`src/rtl/lynx_noc_pkg.sv`:
```
// lynx_noc_pkg
//   Shared helpers for the NoC adapter blocks.
//   rr_pick   : rotate-priority search over a request vector, returning the
//               first asserted index at or after a start pointer (wrapping
//               at n) plus a found flag.
//   rr_pick_t : result record of rr_pick.
//   Request vectors up to RR_MAX_REQ entries are supported; callers
//   zero-extend narrower vectors and pass their real size in n.
package lynx_noc_pkg;

  localparam int RR_MAX_REQ = 32;
  // One bit wider than an index so ptr+offset never overflows before the wrap.
  localparam int RR_IDX_W   = 6;

  typedef struct packed {
    logic                found;
    logic [RR_IDX_W-1:0] idx;
  } rr_pick_t;

  // ptr < n and offset < n, so a single conditional subtract performs the wrap,
  // which keeps non-power-of-two sizes exact.
  function automatic rr_pick_t rr_pick(input logic [RR_MAX_REQ-1:0] req,
                                       input logic [RR_IDX_W-1:0]   ptr,
                                       input logic [RR_IDX_W-1:0]   n);
    rr_pick_t            res;
    logic [RR_IDX_W-1:0] off;
    logic [RR_IDX_W-1:0] idx;
    res = '0;
    for (int k = 0; k < RR_MAX_REQ; k++) begin
      off = RR_IDX_W'(k);
      idx = ptr + off;
      if (idx >= n) idx = idx - n;
      if (!res.found && (off < n) && req[idx[RR_IDX_W-2:0]]) begin
        res.found = 1'b1;
        res.idx   = idx;
      end
    end
    return res;
  endfunction

endpackage

```
`src/rtl/rr_arbiter_core.sv`:
```
// rr_arbiter_core
//   Round-robin arbiter core: holds the priority pointer, searches the request
//   vector starting at the pointer, and advances the pointer past the winner
//   whenever the owner signals an accepted grant.
// Ports:
//   clk, rst  : clock, synchronous active-high reset (pointer returns to 0)
//   i_req     : request vector, NUM_REQ bits
//   i_accept  : strobe, the current grant was consumed this cycle
//   o_found   : some request is asserted
//   o_grant   : winning index (valid when o_found)
module rr_arbiter_core
  import lynx_noc_pkg::*;
#(
  parameter int NUM_REQ = 4
) (
  input  logic                       clk,
  input  logic                       rst,
  input  logic [NUM_REQ-1:0]         i_req,
  input  logic                       i_accept,
  output logic                       o_found,
  output logic [$clog2(NUM_REQ)-1:0] o_grant
);

  localparam int REQ_WIDTH = $clog2(NUM_REQ);

  logic [REQ_WIDTH-1:0]  r_ptr;
  logic [RR_MAX_REQ-1:0] w_reqExt;
  rr_pick_t              w_pick;
  logic                  w_unusedIdx;

  assign w_reqExt    = RR_MAX_REQ'(i_req);
  assign w_pick      = rr_pick(w_reqExt, RR_IDX_W'(r_ptr), RR_IDX_W'(NUM_REQ));
  assign o_found     = w_pick.found;
  assign o_grant     = w_pick.idx[REQ_WIDTH-1:0];
  // Upper index bits are always zero for a legal pointer.
  assign w_unusedIdx = ^w_pick.idx[RR_IDX_W-1:REQ_WIDTH];

  // Pointer moves only on an accepted grant; the wrap is explicit so values
  // >= NUM_REQ are never produced.
  always_ff @(posedge clk) begin
    if (rst) begin
      r_ptr <= '0;
    end else if (i_accept) begin
      r_ptr <= (o_grant == REQ_WIDTH'(NUM_REQ - 1)) ? '0 : o_grant + REQ_WIDTH'(1);
    end
  end

endmodule

```
`src/rtl/packetizer_arb_da.sv`:
```
// packetizer_arb_da
//   Shares one packetizer input between NUM_REQ requesters. A round-robin
//   arbiter picks one valid requester per cycle; its fields are registered
//   into a single-entry output stage that feeds the packetizer. A word can
//   leave and a new one load in the same cycle (1 word/cycle).
// Ports:
//   clk, rst                         : clock, synchronous active-high reset
//   data_in/dst_in/vc_in/
//   ret_dst_in/ret_vc_in             : packed per-requester fields (slice i)
//   valid_in / ready_out             : per-requester handshake
//   pk_*_out, pk_valid_out           : output stage toward the packetizer
//   pk_ready_in                      : packetizer accept
//   grant_idx_out                    : requester that owns the held word
module packetizer_arb_da
  import lynx_noc_pkg::*;
#(
  parameter int NUM_REQ          = 4,
  parameter int ADDRESS_WIDTH    = 4,
  parameter int VC_ADDRESS_WIDTH = 1,
  parameter int WIDTH_IN         = 12
) (
  input  logic                                  clk,
  input  logic                                  rst,
  input  logic [NUM_REQ*WIDTH_IN-1:0]           data_in,
  input  logic [NUM_REQ-1:0]                    valid_in,
  input  logic [NUM_REQ*ADDRESS_WIDTH-1:0]      dst_in,
  input  logic [NUM_REQ*VC_ADDRESS_WIDTH-1:0]   vc_in,
  input  logic [NUM_REQ*ADDRESS_WIDTH-1:0]      ret_dst_in,
  input  logic [NUM_REQ*VC_ADDRESS_WIDTH-1:0]   ret_vc_in,
  output logic [NUM_REQ-1:0]                    ready_out,
  output logic [WIDTH_IN-1:0]                   pk_data_out,
  output logic [ADDRESS_WIDTH-1:0]              pk_dst_out,
  output logic [VC_ADDRESS_WIDTH-1:0]           pk_vc_out,
  output logic [ADDRESS_WIDTH-1:0]              pk_ret_dst_out,
  output logic [VC_ADDRESS_WIDTH-1:0]           pk_ret_vc_out,
  output logic                                  pk_valid_out,
  input  logic                                  pk_ready_in,
  output logic [$clog2(NUM_REQ)-1:0]            grant_idx_out
);

  localparam int REQ_WIDTH = $clog2(NUM_REQ);

  typedef struct packed {
    logic [ADDRESS_WIDTH-1:0]    ret_dst;
    logic [VC_ADDRESS_WIDTH-1:0] ret_vc;
    logic [ADDRESS_WIDTH-1:0]    dst;
    logic [VC_ADDRESS_WIDTH-1:0] vc;
    logic [WIDTH_IN-1:0]         data;
  } req_fields_t;

  logic                 w_found;
  logic [REQ_WIDTH-1:0] w_grant;
  logic                 w_canLoad;
  logic                 w_accept;
  req_fields_t          w_sel;
  req_fields_t          r_out;
  logic                 r_valid;
  logic [REQ_WIDTH-1:0] r_grantIdx;

  rr_arbiter_core #(
    .NUM_REQ (NUM_REQ)
  ) u_arb (
    .clk      (clk),
    .rst      (rst),
    .i_req    (valid_in),
    .i_accept (w_accept),
    .o_found  (w_found),
    .o_grant  (w_grant)
  );

  // The stage can take a word when empty or when its word leaves this cycle.
  assign w_canLoad = !r_valid || pk_ready_in;
  assign w_accept  = w_found && w_canLoad && !rst;

  always_comb begin
    ready_out = '0;
    if (w_accept) ready_out[w_grant] = 1'b1;
  end

  // Field mux: pick the granted requester's slices.
  always_comb begin
    w_sel = '0;
    for (int i = 0; i < NUM_REQ; i++) begin
      if (w_grant == REQ_WIDTH'(i)) begin
        w_sel.data    = data_in[i*WIDTH_IN +: WIDTH_IN];
        w_sel.dst     = dst_in[i*ADDRESS_WIDTH +: ADDRESS_WIDTH];
        w_sel.vc      = vc_in[i*VC_ADDRESS_WIDTH +: VC_ADDRESS_WIDTH];
        w_sel.ret_dst = ret_dst_in[i*ADDRESS_WIDTH +: ADDRESS_WIDTH];
        w_sel.ret_vc  = ret_vc_in[i*VC_ADDRESS_WIDTH +: VC_ADDRESS_WIDTH];
      end
    end
  end

  // Output stage: load on accept, drain when the packetizer takes the word
  // and nothing replaces it; fields keep their last value after a drain.
  always_ff @(posedge clk) begin
    if (rst) begin
      r_valid    <= 1'b0;
      r_out      <= '0;
      r_grantIdx <= '0;
    end else if (w_accept) begin
      r_valid    <= 1'b1;
      r_out      <= w_sel;
      r_grantIdx <= w_grant;
    end else if (w_canLoad) begin
      r_valid    <= 1'b0;
    end
  end

  assign pk_valid_out   = r_valid;
  assign pk_data_out    = r_out.data;
  assign pk_dst_out     = r_out.dst;
  assign pk_vc_out      = r_out.vc;
  assign pk_ret_dst_out = r_out.ret_dst;
  assign pk_ret_vc_out  = r_out.ret_vc;
  assign grant_idx_out  = r_grantIdx;

  a_readyOneHot: assert property (@(posedge clk) $onehot0(ready_out));

  // Requesters must hold valid and fields steady until their transfer.
  for (genvar g = 0; g < NUM_REQ; g++) begin : g_contract
    a_reqHold: assert property (@(posedge clk) disable iff (rst)
      (valid_in[g] && !ready_out[g]) |=>
        (valid_in[g]
         && $stable(data_in[g*WIDTH_IN +: WIDTH_IN])
         && $stable(dst_in[g*ADDRESS_WIDTH +: ADDRESS_WIDTH])
         && $stable(vc_in[g*VC_ADDRESS_WIDTH +: VC_ADDRESS_WIDTH])
         && $stable(ret_dst_in[g*ADDRESS_WIDTH +: ADDRESS_WIDTH])
         && $stable(ret_vc_in[g*VC_ADDRESS_WIDTH +: VC_ADDRESS_WIDTH])));
  end

endmodule

```
`config.mk`:
```
export PLATFORM = sky130hd
export DESIGN_NAME = packetizer_arb_da
export DESIGN_NICKNAME = d
export VERILOG_FILES = /design/src/rtl/lynx_noc_pkg.sv /design/src/rtl/rr_arbiter_core.sv /design/src/rtl/packetizer_arb_da.sv
export SDC_FILE = /design/constraint.sdc
export NUM_CORES = 1
export LEC_CHECK = 0
export CAP_MARGIN = 20
export CELL_PAD_IN_SITES_DETAIL_PLACEMENT = 1
export CELL_PAD_IN_SITES_GLOBAL_PLACEMENT = 1
export CORE_MARGIN = 3
export CORE_UTILIZATION = 24
export DETAILED_ROUTE_END_ITERATION = 10
export PLACE_DENSITY = 0.79
export SYNTH_ARGS = -nofsm -noshare
export SYNTH_HDL_FRONTEND = slang
export SYNTH_SLANG_ARGS = --single-unit
```
`constraint.sdc`:
```
create_clock -name clk -period 3.7 [get_ports clk]
set_input_delay 0.925 -clock clk [delete_from_list [all_inputs] [get_ports clk]]
set_output_delay 0.925 -clock clk [all_outputs]
set_load 0.05 [all_outputs]
```
==> summary.md <==
| Metric | Value |
|---|---|
| Post-synthesis compound-gate area fraction | roughly two fifths |
| Vias per Instance | 5.249 |
| Combined area of the multi-input logic cells | 1632 µm² |
| Dominant cell type by area after synthesis | sky130_fd_sc_hd__dfxtp_1 |
| Worst setup margin | -0.002459 ns |
| Global-route congestion overflow total | 0 |
| Ranking of synthesized cells by area | sky130_fd_sc_hd__dfxtp_1 (25%), sky130_fd_sc_hd__a211oi_2 (12%), sky130_fd_sc_hd__a21oi_1 (11%), sky130_fd_sc_hd__a221oi_1 (9.0%), sky130_fd_sc_hd__nor2b_1 (7.0%) |
| Adder-cell area share of the yosys netlist | 4.692% |
| Area used by sequential logic in the layout | around 540 µm² |
| Combined area of all synthesized cells | 2133 µm² |
| Max-slew headroom at the worst pin | 56.44% |
| Mean instance size in the synthesized netlist | 8.533 µm² |
| Clock root buffer | sky130_fd_sc_hd__clkbuf_8 |
| Final period demand of the worst path | 3.702 ns |
| Largest stage delay on the critical path | 0.40 ns |
| Top-area cell type share of the netlist area | about a quarter |
| Initial antenna violation count | 0 |
| Ys async rst share | 0% |
| Number of buffers added on ports | 123 |
| Setup TNS | -0.002459 ns |
| First-pass GRT wire length | 13.99 mm |
| Worst hold margin | 0.5298 ns |
| Synth unique cells | 38 |
| Max FO, Critical Path | 6 |
| Final Net Count | 484 |
| Die area | approximately 10000 µm² |
| Post-detailed-route count of antenna-violating nets | 0 |
| Worst setup path class | input port to output port |
| Number of buffers inserted for hold repair after clock tree synthesis | 0 |
| Kind of cell adding the most delay to the critical path | simple AND/OR/NAND/NOR gates |
| Fin crit share | 100.1% |
| Worst-margin pin slew | 0.6520 ns |
| Data required time of the critical path | roughly 2.8 ns |
| Synth Warn # | 0 |
| Horizontal die dimension | 100.3 µm |
| Final weighted congestion in routability-driven placement | 0.7944 |
| H-tree levels | 1 |
| Share of cell area taken by muxes after synthesis | 4.047% |
| Violations in the final reports | negative setup slack |
| Antenna Diode Count | 0 |
| Most numerous cell types in the synthesized netlist | sky130_fd_sc_hd__a21oi_1 (48), sky130_fd_sc_hd__dfxtp_1 (27), sky130_fd_sc_hd__nor3_1 (25), sky130_fd_sc_hd__nor2b_1 (24), sky130_fd_sc_hd__a221oi_1 (22) |
| Worst endpoint data arrival time | 2.78 ns |
| Dpl cells | 479 |
| Main combinational cell family by area after synthesis | compound AO/OA/AOI/OAI gates |
| Filler Cells Inserted | 985 |
| Global Route Usage Sum | 16.97% |
| Post-route cell area | 3827 µm² |
| RSZ-0062 raised after global routing | yes |
| Fraction of layout cells with a size suffix above 1 | 25.00% |
| Leakage power figure | between 0.001 and 0.0015 µW |
| Max-cap violations | 0 |
| Total clock buffers created by CTS | 3 |
| Core box area | around 8400 µm² |
| CTS sink cnt | 27 |
| Starting utilization of the core area | 25.33% |
| Max VDD drop | 0.4240 mV |
| Site row count | 33 |
| Basic-gate share of the synthesized area counting and, or, nand and nor cells | a little over a fifth |
| Fraction of the yosys area taken by sequential cells | 25.34% |
| Predominant post-synthesis flop cell | sky130_fd_sc_hd__dfxtp_1 |
| Clock transition time at the flip-flop clock pins of the worst setup and hold paths | 0.10 ns |
| Dominant cell by count in the synthesized netlist | sky130_fd_sc_hd__a21oi_1 |
| Total of flip-flops plus latches after synthesis | 27 |
| Final Max Tran Viols | 0 |
| Wire length per cell after detailed routing | between 15 and 20 µm |
| Post-synth net total | 353 |
| Launching element type of the critical path | input port |
| Number of instances in the synthesized netlist | 250 |
| TritonCTS clock tree | yes |
| Via count | 2546 |
| Count of unresolved DRC violations after routing | 0 |
| Register-to-Register Setup Slack | around 0.25 ns |
| Max frequency | around 270 MHz |
| Kind of end point of the critical path | output port |
| Sum of net half-perimeters after detailed placement | between 6 and 7 mm |
| Die boundary height | 100.3 µm |
| Area Growth Syn to Fin | 79.41% |
| Final worst clock skew | 0.002797 ns |
| Power per Cell Area | 1054 nW/µm² |
| Number of enable flip-flop cells after synthesis | 0 |
| Clock latency on the worst-skew pair | approximately 0.28 ns |
| Class of the tightest hold or removal check | flip-flop to flip-flop |
| Pre-antenna DRT Iters | 4 |
| Finish-stage setup viols | 1 |
| Initial drt markers | 47 |
| Number of global-route vias before repair | 2832 |
| Run status | finished with violations |
| Total wire length after detailed routing | approximately 9 mm |
| Cell Area, Placed | 3671 µm² |
| Cells traversed along the worst timing path | buf_4 > mux2i_1 > or3_4 > a211o_1 > and3_4 > nor2_4 > ha_4 > nor3b_4 > buf_12 |
| Number of top-level pins | 124 |
| Worst path slowest cell | sky130_fd_sc_hd__or3_4 |
| Number of standard cells in the final layout excluding fillers | between 400 and 500 |
| Pin count of the biggest net entering global routing | 46 |
| Parity-gate share of the synthesized area counting xor and xnor cells | 0% |
| Maximum buffer depth of the clock tree | 2 |
| Sum of buffers and inverters on the critical path | 2 |
| Hold violation count in the final report | 0 |
## through the flow
| step | setup WS (ns) | total power [µW] | utilization, % |
|---|---|---|---|
| detailed placement | -0.7601 | 3652 | 43.58 |
| global route | -0.06156 | 4375 | 45.44 |
| CTS | -0.02328 | 3917 | 44.53 |
| floorplan | -0.3542 | 2720 | - |
| finish | -0.002459 | 4035 | 45.44 |
| global placement | -0.4457 | 3515 | 43.58 |
## worst min-delay path: stages (launching register included)
cell and delay (ns):
sky130_fd_sc_hd__dfxtp_1 0.32, sky130_fd_sc_hd__a21oi_1 0.11, sky130_fd_sc_hd__a211oi_1 0.05
## cells by family after synthesis
family / after synthesis
AO/OA/AOI/OAI: 104
adder cells (fa/ha/maj): 8
buffers and inverters: 27
flip-flops: 27
multiplexers: 7
AND/OR/NAND/NOR: 77
## path summary, 6_finish.rpt
path | from | to | depth (start not counted)
max | valid_in[0] | ready_out[1] | 9
min | pk_data_out[4] | pk_data_out[4] | 2
max reg2reg | u_arb.r_ptr[0] | pk_ret_vc_out | 15
min reg2reg | pk_data_out[4] | pk_data_out[4] | 2
## cell usage in the layout, fill, tap and decap left out, types with 4 or more instances in the layout
cell,synthesis,routed
sky130_fd_sc_hd__nor2_1,7,4
sky130_fd_sc_hd__a211oi_2,20,20
sky130_fd_sc_hd__buf_12,0,4
sky130_fd_sc_hd__nor3_1,25,25
sky130_fd_sc_hd__buf_4,0,29
sky130_fd_sc_hd__clkdlybuf4s50_1,0,114
sky130_fd_sc_hd__a211oi_1,5,5
sky130_fd_sc_hd__nor3b_4,0,4
sky130_fd_sc_hd__dfxtp_1,27,25
sky130_fd_sc_hd__a221oi_1,22,22
sky130_fd_sc_hd__nor2b_1,24,23
sky130_fd_sc_hd__a21oi_1,48,48
## registers in the layout, summed over array words and instances, names as in the netlist
signal / flops
grant_idx_out: 2
pk_dst_out: 4
pk_vc_out: 1
pk_ret_vc_out: 1
pk_valid_out: 1
pk_data_out: 12
u_arb.r_ptr: 2
pk_ret_dst_out: 4
## report_power, final
part           leakage [µW]  internal (µW)  total (µW)  switching [µW]
Combinational       0.00114           1460        3380            1920
Clock             0.0000217           76.6         179             103
Sequential         0.000225            409         473            63.2
## layout make-up
type,count,area share [%]
multi-input combinational,196,42.63
timing repair buffer,151,38.28
sequential,27,14.19
tap,105,3.432
clock buffer,3,1.079
clock inverter,1,0.1961
inverter,2,0.1961
## routing by layer
layer	global-route usage, %	vias to the layer above	part of all wire (%)
li1	-	1218	-
met1	21.02	1218	43
met2	30.53	102	49
met3	3.544	8	7.1
met4	2.902	0	0.88
met5	0	-	0
## what timing repair did
item	CTS	global route
endpoints found under the setup margin	26	6
pin swaps	0	5
buffers inserted	1	1
gates resized for setup	16	22
(Power assumes the default switching activity.)
